===== src/rtl/tap_master.sv =====
// tap_master: JTAG TAP scan master.
// Drives a target TAP through a reset walk into Run-Test/Idle, then performs
// single IR or DR scans of 1..32 bits on request.  TCK runs at CLK/2; TMS/TDI
// are launched on the edge that drops TCK and TDO is sampled on the edge that
// raises TCK.
//
// Ports:
//   clk_i      system clock, all state on rising edge
//   rst_i      asynchronous active-high reset
//   start_i    scan request, accepted only while busy_o=0
//   ir_ndr_i   1 = instruction scan, 0 = data scan (captured with start_i)
//   len_i      scan length, 1..31, 0 encodes 32 (captured with start_i)
//   din_i      bits to shift out, LSB first (captured with start_i)
//   tdo_in_i   serial data returned by the target
//   tck_out_o  test clock to target
//   tms_out_o  test mode select to target
//   tdi_out_o  serial data to target
//   dout_o     captured scan data, first captured bit in dout_o[0]
//   busy_o     high during reset walk or scan
//   done_o     one-clock pulse when a scan completes
module tap_master (
  input  logic        clk_i,
  input  logic        rst_i,
  input  logic        start_i,
  input  logic        ir_ndr_i,
  input  logic [4:0]  len_i,
  input  logic [31:0] din_i,
  input  logic        tdo_in_i,
  output logic        tck_out_o,
  output logic        tms_out_o,
  output logic        tdi_out_o,
  output logic [31:0] dout_o,
  output logic        busy_o,
  output logic        done_o
);

  typedef enum logic [2:0] {
    RST_SEQ = 3'd0,
    IDLE    = 3'd1,
    HDR     = 3'd2,
    SHIFT   = 3'd3,
    POST    = 3'd4,
    FIN     = 3'd5
  } state_t;

  state_t      state_q, state_d;
  logic        ph_q, ph_d;        // TCK phase, doubles as the TCK output
  logic [5:0]  cnt_q, cnt_d;      // TCKs completed in the current state
  logic        ir_q, ir_d;
  logic [5:0]  len_q, len_d;      // decoded length 1..32
  logic [31:0] din_q, din_d;
  logic [31:0] cap_q, cap_d;      // capture buffer, published to dout at FIN
  logic [31:0] dout_q, dout_d;
  logic        tms_q, tms_d;
  logic        tdi_q, tdi_d;
  logic        busy_q, busy_d;
  logic        done_q, done_d;
  logic [5:0]  hdr_last_s;        // index of the last header TCK
  logic [4:0]  nxt_idx_s;         // next shift bit index

  // Next-state and output logic; ph_q=1 marks the edge that ends a TCK.
  always_comb begin
    state_d    = state_q;
    ph_d       = ph_q;
    cnt_d      = cnt_q;
    ir_d       = ir_q;
    len_d      = len_q;
    din_d      = din_q;
    cap_d      = cap_q;
    dout_d     = dout_q;
    tms_d      = tms_q;
    tdi_d      = tdi_q;
    busy_d     = busy_q;
    done_d     = 1'b0;
    hdr_last_s = ir_q ? 6'd3 : 6'd2;
    nxt_idx_s  = cnt_q[4:0] + 5'd1;

    case (state_q)
      RST_SEQ: begin
        ph_d = ~ph_q;
        if (ph_q) begin
          if (cnt_q == 6'd5) begin
            state_d = IDLE;
            cnt_d   = 6'd0;
            tms_d   = 1'b0;
            busy_d  = 1'b0;
          end else begin
            cnt_d = cnt_q + 6'd1;
            // TCKs 0..4 walk Test-Logic-Reset, TCK 5 enters Run-Test/Idle
            tms_d = (cnt_q < 6'd4);
          end
        end else begin
          cnt_d = cnt_q;
        end
      end

      IDLE, FIN: begin
        ph_d  = 1'b0;
        cnt_d = 6'd0;
        tms_d = 1'b0;
        tdi_d = 1'b0;
        if (start_i) begin
          state_d = HDR;
          ir_d    = ir_ndr_i;
          len_d   = (len_i == 5'd0) ? 6'd32 : {1'b0, len_i};
          din_d   = din_i;
          cap_d   = 32'd0;
          tms_d   = 1'b1;
          busy_d  = 1'b1;
        end else begin
          state_d = IDLE;
          busy_d  = 1'b0;
        end
      end

      HDR: begin
        ph_d = ~ph_q;
        if (ph_q) begin
          if (cnt_q == hdr_last_s) begin
            state_d = SHIFT;
            cnt_d   = 6'd0;
            tms_d   = (len_q == 6'd1);
            tdi_d   = din_q[0];
          end else begin
            cnt_d = cnt_q + 6'd1;
            // only the IR walk has a second TMS=1 (Select-IR-Scan)
            tms_d = ir_q && (cnt_q == 6'd0);
            tdi_d = 1'b0;
          end
        end else begin
          cnt_d = cnt_q;
        end
      end

      SHIFT: begin
        ph_d = ~ph_q;
        if (!ph_q) begin
          // rising TCK: take the target's bit for this shift position
          cap_d[cnt_q[4:0]] = tdo_in_i;
        end else if (cnt_q == len_q - 6'd1) begin
          state_d = POST;
          cnt_d   = 6'd0;
          tms_d   = 1'b1;
          tdi_d   = 1'b0;
        end else begin
          cnt_d = cnt_q + 6'd1;
          tdi_d = din_q[nxt_idx_s];
          tms_d = ((cnt_q + 6'd2) == len_q);
        end
      end

      POST: begin
        ph_d = ~ph_q;
        if (ph_q) begin
          if (cnt_q == 6'd1) begin
            state_d = FIN;
            cnt_d   = 6'd0;
            tms_d   = 1'b0;
            busy_d  = 1'b0;
            done_d  = 1'b1;
            dout_d  = cap_q;
          end else begin
            cnt_d = cnt_q + 6'd1;
            tms_d = 1'b0;
          end
        end else begin
          cnt_d = cnt_q;
        end
      end

      default: begin
        state_d = RST_SEQ;
        ph_d    = 1'b0;
        cnt_d   = 6'd0;
        tms_d   = 1'b1;
        tdi_d   = 1'b0;
        busy_d  = 1'b1;
      end
    endcase
  end

  // State and output registers; reset restarts the TAP reset walk.
  always_ff @(posedge clk_i or posedge rst_i) begin
    if (rst_i) begin
      state_q <= RST_SEQ;
      ph_q    <= 1'b0;
      cnt_q   <= 6'd0;
      ir_q    <= 1'b0;
      len_q   <= 6'd0;
      din_q   <= 32'd0;
      cap_q   <= 32'd0;
      dout_q  <= 32'd0;
      tms_q   <= 1'b1;
      tdi_q   <= 1'b0;
      busy_q  <= 1'b1;
      done_q  <= 1'b0;
    end else begin
      state_q <= state_d;
      ph_q    <= ph_d;
      cnt_q   <= cnt_d;
      ir_q    <= ir_d;
      len_q   <= len_d;
      din_q   <= din_d;
      cap_q   <= cap_d;
      dout_q  <= dout_d;
      tms_q   <= tms_d;
      tdi_q   <= tdi_d;
      busy_q  <= busy_d;
      done_q  <= done_d;
    end
  end

  assign tck_out_o = ph_q;
  assign tms_out_o = tms_q;
  assign tdi_out_o = tdi_q;
  assign dout_o    = dout_q;
  assign busy_o    = busy_q;
  assign done_o    = done_q;

endmodule

===== config.mk =====
export PLATFORM = sky130hd
export DESIGN_NAME = tap_master
export DESIGN_NICKNAME = d
export VERILOG_FILES = /design/src/rtl/tap_master.sv
export SDC_FILE = /design/constraint.sdc
export NUM_CORES = 1
export LEC_CHECK = 0
export ABC_AREA = 1
export CORE_MARGIN = 2
export CORE_UTILIZATION = 54
export DETAILED_ROUTE_END_ITERATION = 8
export HOLD_SLACK_MARGIN = 0.08
export PLACE_DENSITY_LB_ADDON = 0.3
export SLEW_MARGIN = 15
export SYNTH_ARGS = -nofsm -noshare
export SYNTH_HDL_FRONTEND = slang
export SYNTH_SLANG_ARGS = --single-unit

===== constraint.sdc =====
create_clock -name clk_i -period 5.4 [get_ports clk_i]
set_clock_uncertainty 0.2 [all_clocks]
set_input_delay 1.08 -clock clk_i [delete_from_list [all_inputs] [get_ports clk_i]]
set_output_delay 1.08 -clock clk_i [all_outputs]
set_load 0.01 [all_outputs]

==> out/qor.yml <==
run_status:
  status: "finished clean"
routing:
  drcViolationCount: 0
  drtIter0Drc: 313
  dr.pass1.iters: 5
  wl_per_cell_um: 14.17
  antenna_left: 0
  vias: 5145
  drt-vias-per-instance: 5.337
  routed_wl_um: 13660
global_route:
  grt_usage_pct: 24.83
  grt_max_degree: 55
  antenna_found_initial: 0
  grt_first_pass_wirelength_um: 23090
  gr-total-overflow: 0
  grt_pass1_vias: 5058
clocking:
  cts_tree: "yes"
  cts.repair.resized: 0
  postCtsSetupRepairBufs: 0
  cts_sinks: 117
  holdBufCountCts: 0
  clk_latency_ns: 0.52
  clockBufferDepth: 2
  htree_levels: 4
  cts_buffers: 17
  clock-root-buffer: "clkbuf_8"
  clk_pin_slew_worst_paths_ns: 0.05
power_and_ir_drop:
  p_int_mw: 1.580
  max-vdd-ir-drop_mv: 0.1753
  power_switching_share_pct: 20.86
  power_mw: 1.996
  p_per_area_nw_per_um2: 272.2
  p_sw_mw: 0.4165
  p_leak_nw: 3.601
  combinationalPowerShare_pct: 3.1
  p_clk_share_pct: 52.1
  seqPwrFrac_pct: 44.7
finish:
  nets: 861
  stdcell_area_um2: 7335
  layout_common_cells: "nand2_1 (328), dfrtp_1 (115), clkdlybuf4s50_1 (78)"
  area_delta_synth_final_pct: 22.87
  drive_gt1_share_pct: 10.07
  layout_commonest_cell: "nand2_1"
  antennaDiodeCount: 0
min_path:
  min_path_cells: 2
  min_path_type: "flip-flop to flip-flop"
  min_from: "cap_q[9]$_DFFE_PP0P_"
die:
  die_area_um2: 11910
  start_util_pct: 55.31
  row_count: 38
  core_um2: 10790
  io_pins: 79
  fp.dieW_um: 109.1
  die_h_um: 109.1
setup_path:
  crit_path_start_kind: "flip-flop"
  path_buf_inv: 2
  crit_type: "flip-flop to flip-flop"
  crit_arrival_ns: 3.72
  max_stage_delay_ns: 0.84
  cp_max_fo: 24
  cp_num_cells: 12
  r2r_start: "cnt_q[0]$_DFFE_PP0P_"
  crit_path_top_delay_cell: "dfrtp_1"
  path_delay_family: "buffers and inverters"
  crit_path_end_kind: "flip-flop"
  crit_start: "cnt_q[0]$_DFFE_PP0P_"
  r2r_slack_ns: 1.93
  worstPathRequired_ns: 5.65
  path_cells: "clkinv_1 > ha_1 > inv_1 > nand3_1 > nand3_1 > nand3_1 > nand2_1 > nand2_1 > nand2_1 > nor2_1 > nor2_1 > nor2_1"
  worstRegToRegCells: 12
yosys:
  yosys-top-cells-area: "dfrtp_1 (48%), nand2_1 (21%), o31ai_2 (6.1%), nand3_1 (4.0%), o21ai_0 (3.5%)"
  yosys_warnings: 0
  synth-seq-cells: 117
  synth_cell_types: 38
  postSynthCellCount: 743
  syn_area_per_cell_um2: 8.034
  syn_area_um2: 5969
  yosysTopAreaCell: "dfrtp_1"
  synth.yosys.seq_area_share_pct: 49.09
  synth.top_cell.area_share_pct: 48.21
  synth_fp_nets: 792
timing:
  slew_headroom_pct: 48.26
  report.final.slew_viol_count: 0
  finalHoldViolCount: 0
  period_share_pct: 64.27
  rsz0062_at_grt: "no"
  final-setup-viol-count: 0
  min_period_ns: 3.471
  tns_ns: 0
  max_slew.worst_pin.slew_ns: 0.7761
  fmax_ghz: 0.2881
placed_design:
  io_buffers: 78
  place_congestion: 0.8535
  place_area_um2: 6784
  dpl.hpwl_um: 9286
run:
  cap_violations: 0
[layout make-up]
class	count	area [um^2]
Sequential cell	117	2930
Clock inverter	11	110.1
Fill cell	880	3458
Timing Repair Buffer	82	810.8
Multi-Input combinational cell	546	2688
Tap cell	140	175.2
Inverter	48	185.2
Clock buffer	20	435.4
[tightest hold or removal path, cell delays in order, from the launching register on]
cell and delay [ns]:
dfrtp_1 0.34, nand2_1 0.05, nand2_1 0.04
[cells by family after synthesis]
logic type	Yosys count	synth area share [%]
AND/OR/NAND/NOR	438	30.16
flip-flops	117	49.09
AO/OA/AOI/OAI	89	11.55
buffers and inverters	80	5.973
XOR/XNOR	12	1.761
adder cells (fa/ha/maj)	7	1.467
[layer usage]
layer  wire, um  part of all wire (%)  GRT usage (%)
met5          0                     0              0
met4        343                   2.5          11.63
met3        646                   4.7          5.081
met2       6886                    50          42.64
met1       5781                    42          29.84
[state kept, by name, summed over array words and instances (netlist names)]
name       count
cap_q         32
din_q         32
dout_o        32
cnt_q          6
len_q          6
state_q        3
busy_o         1
done_o         1
ir_q           1
tck_out_o      1
tdi_out_o      1
tms_out_o      1
[synthesized netlist by cell type]
master	count
xor2_1	7
inv_1	44
nand2_1	328
buf_6	4
o21ai_0	42
ha_1	7
o211ai_1	1
nor2_4	2
buf_2	13
dfstp_2	2
nor3_2	1
a21oi_2	1
xnor2_1	5
nand3_4	1
o21ai_1	2
nand2_4	2
clkbuf_1	12
a21oi_1	10
buf_1	1
and3_1	1
a21oi_4	1
nor2_8	1
clkinv_1	1
inv_4	1
inv_2	2
o31ai_1	1
o21a_1	1
dfrtp_1	115
or2_2	1
nand4_1	5
nand3_1	48
buf_4	2
nand2_2	3
o31ai_2	29
nor2_2	1
nor3_1	2
nor2_1	42
o32ai_1	1
[stage by stage]
step	utilization, %	hold slack [ns]	setup WS, ns	std cells
floorplan	-	0.2356	1.023	743
global placement	62.86	0.2587	1.818	933
detailed placement	62.86	0.2607	1.723	933
CTS	67.91	0.2758	1.980	964
global route	67.96	0.2916	1.576	964
finish	67.96	0.2735	1.929	964
[power by group through the flow]
stage                     sequential [mW]  clock (mW)  combinational (mW)
after floorplan                     0.906           0              0.0255
after CTS                           0.893        1.05              0.0644
final                               0.893        1.04              0.0626
after detailed placement            0.908           0              0.0641
after global routing                0.894        1.09              0.0703
after global placement              0.908           0              0.0620
[path summary, 6_finish.rpt]
check,to
max,tdi_out_o$_DFFE_PP0P_
min,dout_o[9]$_DFFE_PP0P_
max reg2reg,tdi_out_o$_DFFE_PP0P_
min reg2reg,dout_o[9]$_DFFE_PP0P_
max in group asynchronous,cap_q[23]$_DFFE_PP0P_
min in group asynchronous,dout_o[31]$_DFFE_PP0P_
(Power assumes the default switching activity.)
